`config.mk`:
```
export PLATFORM = sky130hd
export DESIGN_NAME = axil_master
export DESIGN_NICKNAME = d
export VERILOG_FILES = /design/src/rtl/axil_master.sv
export SDC_FILE = /design/constraint.sdc
export NUM_CORES = 1
export LEC_CHECK = 0
export CORE_MARGIN = 1.5
export CORE_UTILIZATION = 46
export CTS_BUF_LIST = sky130_fd_sc_hd__clkbuf_8
export DETAILED_ROUTE_END_ITERATION = 12
export GPL_TIMING_DRIVEN = 1
export PLACE_DENSITY = 0.88
export SYNTH_ARGS = -nofsm -noshare
export SYNTH_HDL_FRONTEND = slang
export SYNTH_SLANG_ARGS = --single-unit
```
`constraint.sdc`:
```
create_clock -name clk -period 2.6 [get_ports clk]
set_input_delay 0.26 -clock clk [delete_from_list [all_inputs] [get_ports clk]]
set_output_delay 0.26 -clock clk [all_outputs]
set_load 0.01 [all_outputs]
```
`src/rtl/axil_master.sv`:
```
// AXI4-Lite initiator: turns single-beat commands on a valid/ready command port
// into AXI4-Lite reads/writes, one outstanding, with a sticky timeout flag.
module axil_master #(
  parameter int ADDR_W  = 32,
  parameter int DATA_W  = 32,
  parameter int TIMEOUT = 1024
) (
  input  logic                clk,
  input  logic                rst,
  input  logic                cmd_valid,
  output logic                cmd_ready,
  input  logic                cmd_write,
  input  logic [ADDR_W-1:0]   cmd_addr,
  input  logic [DATA_W-1:0]   cmd_wdata,
  input  logic [DATA_W/8-1:0] cmd_wstrb,
  output logic                rsp_valid,
  input  logic                rsp_ready,
  output logic                rsp_write,
  output logic [DATA_W-1:0]   rsp_rdata,
  output logic [1:0]          rsp_resp,
  output logic                timeout_err,
  output logic [ADDR_W-1:0]   m_awaddr,
  output logic [2:0]          m_awprot,
  output logic                m_awvalid,
  input  logic                m_awready,
  output logic [DATA_W-1:0]   m_wdata,
  output logic [DATA_W/8-1:0] m_wstrb,
  output logic                m_wvalid,
  input  logic                m_wready,
  input  logic [1:0]          m_bresp,
  input  logic                m_bvalid,
  output logic                m_bready,
  output logic [ADDR_W-1:0]   m_araddr,
  output logic [2:0]          m_arprot,
  output logic                m_arvalid,
  input  logic                m_arready,
  input  logic [DATA_W-1:0]   m_rdata,
  input  logic [1:0]          m_rresp,
  input  logic                m_rvalid,
  output logic                m_rready,
  output logic [2:0]          dbg_state
);

  // Handshakes: a transfer happens on a rising clk edge where valid and ready
  // are both high; a valid, once raised, holds with stable payload until then.

  localparam int CNT_W = (TIMEOUT > 0) ? $clog2(TIMEOUT + 1) : 1;

  typedef enum logic [2:0] {
    IDLE         = 3'd0,
    WR_ADDR_DATA = 3'd1,
    WR_RESP      = 3'd2,
    RD_ADDR      = 3'd3,
    RD_DATA      = 3'd4,
    RSP          = 3'd5
  } state_t;

  state_t           state;
  logic [CNT_W-1:0] tmo_cnt;
  logic             axi_busy;
  logic             aw_done;
  logic             w_done;

  assign axi_busy  = (state == WR_ADDR_DATA) || (state == WR_RESP) ||
                     (state == RD_ADDR) || (state == RD_DATA);
  assign aw_done   = !m_awvalid || m_awready;
  assign w_done    = !m_wvalid || m_wready;
  assign m_awprot  = 3'b000;
  assign m_arprot  = 3'b000;
  assign dbg_state = state;

  always_ff @(posedge clk) begin
    if (rst) begin
      state       <= IDLE;
      cmd_ready   <= 1'b0;
      rsp_valid   <= 1'b0;
      rsp_write   <= 1'b0;
      rsp_rdata   <= '0;
      rsp_resp    <= 2'b00;
      timeout_err <= 1'b0;
      tmo_cnt     <= '0;
      m_awaddr    <= '0;
      m_awvalid   <= 1'b0;
      m_wdata     <= '0;
      m_wstrb     <= '0;
      m_wvalid    <= 1'b0;
      m_bready    <= 1'b0;
      m_araddr    <= '0;
      m_arvalid   <= 1'b0;
      m_rready    <= 1'b0;
    end else begin
      // Counter saturates at TIMEOUT; the flag sets on the edge it gets there.
      if (TIMEOUT > 0 && axi_busy) begin
        if (tmo_cnt != CNT_W'(TIMEOUT)) tmo_cnt <= tmo_cnt + 1'b1;
        if (tmo_cnt == CNT_W'(TIMEOUT - 1)) timeout_err <= 1'b1;
      end

      case (state)
        IDLE: begin
          if (cmd_valid && cmd_ready) begin
            cmd_ready <= 1'b0;
            tmo_cnt   <= '0;
            if (cmd_write) begin
              m_awaddr  <= cmd_addr;
              m_wdata   <= cmd_wdata;
              m_wstrb   <= cmd_wstrb;
              m_awvalid <= 1'b1;
              m_wvalid  <= 1'b1;
              state     <= WR_ADDR_DATA;
            end else begin
              m_araddr  <= cmd_addr;
              m_arvalid <= 1'b1;
              state     <= RD_ADDR;
            end
          end else begin
            cmd_ready <= 1'b1;
          end
        end
        WR_ADDR_DATA: begin
          if (m_awvalid && m_awready) m_awvalid <= 1'b0;
          if (m_wvalid && m_wready) m_wvalid <= 1'b0;
          if (aw_done && w_done) begin
            m_bready <= 1'b1;
            state    <= WR_RESP;
          end
        end
        WR_RESP: begin
          if (m_bvalid && m_bready) begin
            m_bready  <= 1'b0;
            rsp_valid <= 1'b1;
            rsp_write <= 1'b1;
            rsp_rdata <= '0;
            rsp_resp  <= m_bresp;
            state     <= RSP;
          end
        end
        RD_ADDR: begin
          if (m_arvalid && m_arready) begin
            m_arvalid <= 1'b0;
            m_rready  <= 1'b1;
            state     <= RD_DATA;
          end
        end
        RD_DATA: begin
          if (m_rvalid && m_rready) begin
            m_rready  <= 1'b0;
            rsp_valid <= 1'b1;
            rsp_write <= 1'b0;
            rsp_rdata <= m_rdata;
            rsp_resp  <= m_rresp;
            state     <= RSP;
          end
        end
        RSP: begin
          if (rsp_ready) begin
            rsp_valid <= 1'b0;
            cmd_ready <= 1'b1;
            state     <= IDLE;
          end
        end
        default: state <= IDLE;
      endcase
    end
  end

endmodule

```
# ---- Word level (Yosys, flattened, before mapping)
# Cells that the tools add are included.
dict set report word_totals {
  register_bits 157
  input_bits 114
  output_inout_bits 152
  wordCells 112
}
dict set report op_classes {
  addsub 1
  n_eq_ne 17
  muxes 42
  bitwise 1
  n_reduce_logical 34
}
# operator count
set ops {}
lappend ops {{$mux W32} 2}
lappend ops {{$pmux W32 S2} 1}
lappend ops {{$mux W11} 4}
lappend ops {{$mux W3} 6}
lappend ops {{$pmux W3 S6} 1}
lappend ops {{$mux W1} 16}
lappend ops {{$reduce_and A4 Y1} 4}
lappend ops {{$reduce_and A3 Y1} 5}
lappend ops {{$pmux W1 S2} 7}
lappend ops {{$ne A2 B1 Y1 const B} 6}
lappend ops {{$reduce_bool A2 Y1} 6}
lappend ops {{$add A11 B1 Y11 const B} 1}
lappend ops {{$eq A11 B10 Y1 const B} 1}
lappend ops {{$ne A11 B11 Y1 const B} 1}
lappend ops {{$ne A2 B2 Y1 const B} 4}
lappend ops {{$logic_and A1 B1 Y1} 7}
lappend ops {{$eq A3 B2 Y1 const B} 2}
lappend ops {{$eq A3 B3 Y1 const B} 2}
lappend ops {{$mux W2} 3}
lappend ops {{$reduce_and A6 Y1} 1}
lappend ops {{$logic_or A1 B1 Y1} 5}
lappend ops {{$pmux W2 S2} 1}
lappend ops {{$reduce_and A2 Y1} 2}
lappend ops {{$eq A3 B1 Y1 const B} 1}
lappend ops {{other kinds (5)} 6}

# ---- Logic depth before layout (Yosys ltp)
dict set report depth {
  ltp_word 7
  ltp_mapped 8
  mapped_depth_nobuf 6
}

# ---- Least setup slack after synthesis
# Ideal clock, no wire load.
dict set report synth_timing {
  kind {reg2reg}
  from {register state[0] (netlist: dbg_state[0])}
  to {register m_awaddr[13]}
  setup_time_ns 0.132
  arrival_ns 1.697
  required_ns 2.468
  path_slack_ns 0.771
  stages_incl_launch_ff 9
  n_path_buf 4
  synth_period_minus_slack_ns 1.829
  path_cell_list {dfxtp_1 -> or2_1 -> buf_2 -> or4_1 -> buf_2 -> buf_6 -> buf_6 -> nand2_1 -> a21oi_1}
}
dict set report synth_via {
  elab_chain_len 2
}
# element line_no
set synth_rtl {}
lappend synth_rtl {{start: declaration} 58} ;# state_t state;
lappend synth_rtl {{start signal: assignment} 74} ;# state <= IDLE;
lappend synth_rtl {{start signal: assignment} 109} ;# state <= WR_ADDR_DATA;
lappend synth_rtl {{start signal: assignment} 113} ;# state <= RD_ADDR;
lappend synth_rtl {{$logic_not A3 Y1} 98} ;# case (state)
lappend synth_rtl {{$reduce_and A3 Y1 (no line)} -}
lappend synth_rtl {{end signal: assignment} 104} ;# m_awaddr <= cmd_addr;
lappend synth_rtl {{end: declaration} 22} ;# output logic [ADDR_W-1:0] m_awaddr,
# No other way between the ends.
# A chain may end at the register's enable or synchronous reset.

# ---- Worst setup path in the final report
dict set report layout_timing {
  from {register state[2] (netlist: dbg_state[2])}
  to {register rsp_rdata[13]}
}
dict set report layout_via {
  elab_chain_len 3
  elab_cells_between_ends 7
  cone_classes {4 x eq/ne; 1 x mux; 2 x reduce/logical}
}
# element line_no
set layout_rtl {}
lappend layout_rtl {{$eq A3 B3 Y1 / $eq A3 B2 Y1 (equally long branches)} 98}
lappend layout_rtl {{$ne A2 B1 Y1 (no line) / $reduce_bool A2 Y1 (equally long branches)} -}
lappend layout_rtl {{$reduce_and A3 Y1 (no line)} -}
lappend layout_rtl {{end signal: assignment} 149} ;# rsp_rdata <= m_rdata;
lappend layout_rtl {{end: declaration} 19} ;# output logic [DATA_W-1:0] rsp_rdata,
# Several ways; a longest one is shown, not always the timed one.

==> summary.md <==
| Metric | Value |
|---|---|
| Horiz. Die Dim | `115.4 um` |
| Share of post-route cells with drive strength above 1 | `0.05225` |
| Top Ports | `266` |
| Cell with the most instances after synthesis | `nand2_1` |
| Worst-path cell chain | `nand4b_1 > a21o_1 > a22oi_1 > nor2_1` |
| DRT iter0 DRCs | `425` |
| Number of synthesized register bits | `157` |
| Vias | `5761` |
| Top cells by area, synth | `dfxtp_1, nand2_1, a21oi_1` |
| Final setup viols | `0` |
| CP max-delay cell | `a21o_1` |
| RSZ-0062 raised after global routing | `no` |
| WP data arrival | `2.43 ns` |
| Utilization after layout | `0.7338` |
| Post-CTS Hold Buffers | `0` |
| Worst-path clk slew | `0.08 ns` |
| Worst Hold Launch | `cmd_wdata[20]` |
| Vias per inst | `5.121` |
| Setup Buffers After CTS | `0` |
| Longest individual stage delay on the worst path | `0.79 ns` |
| Post-synthesis cell type count | `45` |
| Synthesized instance count | `707` |
| Detailed-placement wirelength estimate | `11.53 mm` |
| Clk buf depth | `2` |
| Drt first pass iters | `5` |
| CP startpoint kind | `flip-flop` |
| Reg2Reg Capture Point | `rsp_rdata[13]` |
| Worst Skew | `0.01002 ns` |
| Seq/Total Area, Yosys | `0.5408` |
| Latest clock arrival within the worst-skew pair | `0.43 ns` |
| Overflow after GRT | `0` |
| Die area | `13320 sq um` |
| DRC | `0` |
| First-pass GRT wire length | `26.10 mm` |
| Initial antenna violation count | `0` |
| Total power | `6.020 mW` |
| Primary FF master, synth | `dfxtp_1` |
| Largest delay share family, worst path | `compound AO/OA/AOI/OAI gates` |
| Fin. max-slew vios | `0` |
| Worst min-delay path category | `primary input to flip-flop` |
| Initial core utilization | `0.4779` |
| Global Route Usage Sum | `0.2485` |
| GPL Wtd Cong | `0.8545` |
| Status | `finished clean` |
| Pwr dens | `674.5 nW/um^2` |
| Setup TNS | `0 ns` |
| Fin crit share | `0.7944` |
| Max Cap Violations | `0` |
| CTS Root Buffer Type | `clkbuf_8` |
| Buf/Inv on CP | `0` |
| Vias in the first global route | `5438` |
| Avg Cell Area, Syn | `8.220 sq um` |
| RR Startpoint | `dbg_state[2]` |
| Antenna Cells | `0` |
| Routed wire length | `16.81 mm` |
| Max VDD drop | `0.0004079 V` |
| Num CTS Buffers | `17` |
| Measured slew at the worst slew-check pin | `0.9925 ns` |
| CP Max Fanout | `32` |
| Async SR Flop Fraction | `0` |
| WHS Path Cells | `3` |
| Layout Nets | `1060` |
| WL/cell | `14.94 um` |
| Commonest cells in the synthesized netlist | `nand2_1, dfxtp_1, a21oi_1` |
| Synthesized area | `5812 sq um` |
| CP Class | `flip-flop to flip-flop` |
| Worst Hold Path EP | `m_wdata[20]` |
| Sink Count | `157` |
| Site Rows | `40` |
| PortBufs | `259` |
| Post-synth EDFFs | `0` |
| Syn-to-layout area delta | `53.56%` |
| Die height | `115.4 um` |
| Synth warn | `0` |
| Detail Route Antenna Nets | `0` |
| Lkg Pwr | `3.030 nW` |
| Worst r2r path cells | `4` |
| Fmax | `484.2 MHz` |
| CTS resizes | `0` |
| Max transition margin | `0.3384` |
| Worst Setup End Kind | `flip-flop` |
| Total core area | `12160 sq um` |
| H-tree Lvls | `4` |
| CTS tree | `built` |
| Crit path time final | `2.065 ns` |
| Final Hold Fails | `0` |
| CP required | `2.97 ns` |
| Area share of the largest cell type after synthesis | `0.5408` |
| Largest net degree at the start of global routing | `76` |
| Number of fillers in the final layout | `907` |
| Setup slack, reg-to-reg | `0.53 ns` |
| Cell taking the most area after synthesis | `dfxtp_1` |
==> logic make-up (layout without fill, tap and decap cells) <==
logic type	Yosys count	after routing	synth area share
other	1	6	0.0006452
AO/OA/AOI/OAI	171	171	0.1744
flip-flops	157	157	0.5408
buffers and inverters	63	308	0.04994
AND/OR/NAND/NOR	307	307	0.2209
adder cells (fa/ha/maj)	2	2	0.004305
XOR/XNOR	6	6	0.009042
==> per-stage QoR <==
step           instances  instance area, sq um  setup WS, ns  hold slack, ns
2_1_floorplan        712                  5831        0.7712          0.3752
3_3_place_gp        1093                  8486        0.4067          0.4389
3_5_place_dp        1093                  8486        0.3465          0.4453
4_1_cts             1125                  8925        0.5339          0.3463
5_1_grt             1125                  8925        0.3282          0.3520
6_report            1125                  8925        0.5346          0.3660
==> layer usage <==
metal / vias to the layer above / part of all wire / global-route usage
met4: 0 / 0.020 / 0.09218
met3: 26 / 0.087 / 0.08329
met2: 231 / 0.48 / 0.4233
met1: 2656 / 0.41 / 0.2906
met5: - / 0 / 0
li1: 2848 / - / -
==> cell type report <==
cell class                      instances  area [sq um]  area share
Timing Repair Buffer                  270          2698      0.3023
Sequential cell                       157          3143      0.3522
Clock inverter                         10         136.4     0.01528
Tap cell                              168         210.2     0.02355
Clock buffer                           22         302.8     0.03393
Multi-Input combinational cell        492          2412      0.2703
Inverter                                6         22.52    0.002523
==> tightest hold or removal path, stage by stage <==
cell             delay, ns
clkdlybuf4s50_1       0.39
nand2_1               0.05
a21oi_1               0.05
==> report_power, final <==
group          switching (mW)  leakage [nW]  total, mW  internal [mW]
Clock                   0.869         0.222       1.94           1.08
Combinational           0.717          1.54       1.38          0.662
Sequential              0.116          1.27       2.70           2.58
==> flip-flops by register name, indices dropped and copies added (netlist names), 2 cells and up <==
| register | count |
|---|---|
| rsp_resp | 2 |
| m_awaddr | 32 |
| m_wdata | 32 |
| m_wstrb | 4 |
| tmo_cnt | 11 |
| dbg_state | 3 |
| rsp_rdata | 32 |
| m_araddr | 32 |
==> placed cells by master (no fill, tap or decap), drive strengths merged, types with 2 or more instances in the layout <==
cell / instances
buf: 12
nor2b: 2
xnor2: 6
clkbuf: 22
clkdlybuf4s50: 258
nor4: 7
o21ai: 5
nor3: 6
ha: 2
clkinvlp: 2
a31oi: 3
or4: 3
conb: 6
a21oi: 110
nand2b: 3
nor4b: 2
nor2: 53
dfxtp: 157
nand4b: 4
a311oi: 6
or3: 2
nand2: 212
inv: 7
nand3: 7
nand4: 2
a22oi: 33
clkinv: 4
bufinv: 3
a211oi: 2
==> how the worst max path moves through the flow <==
| stage | start | endpoint | slack [ns] | depth (start not counted) |
|---|---|---|---|---|
| 6_report | dbg_state[2] | rsp_rdata[13] | 0.53 | 4 |
| 4_1_cts | dbg_state[2] | rsp_rdata[13] | 0.53 | 4 |
| 3_5_place_dp | cmd_write | m_wdata[2] | 0.35 | 6 |
| 3_3_place_gp | cmd_write | m_wdata[2] | 0.41 | 6 |
| 2_1_floorplan | dbg_state[0] | m_awaddr[13] | 0.77 | 8 |
| 5_1_grt | dbg_state[2] | rsp_rdata[13] | 0.33 | 4 |
Note: power is estimated with default switching activity, not from simulation.
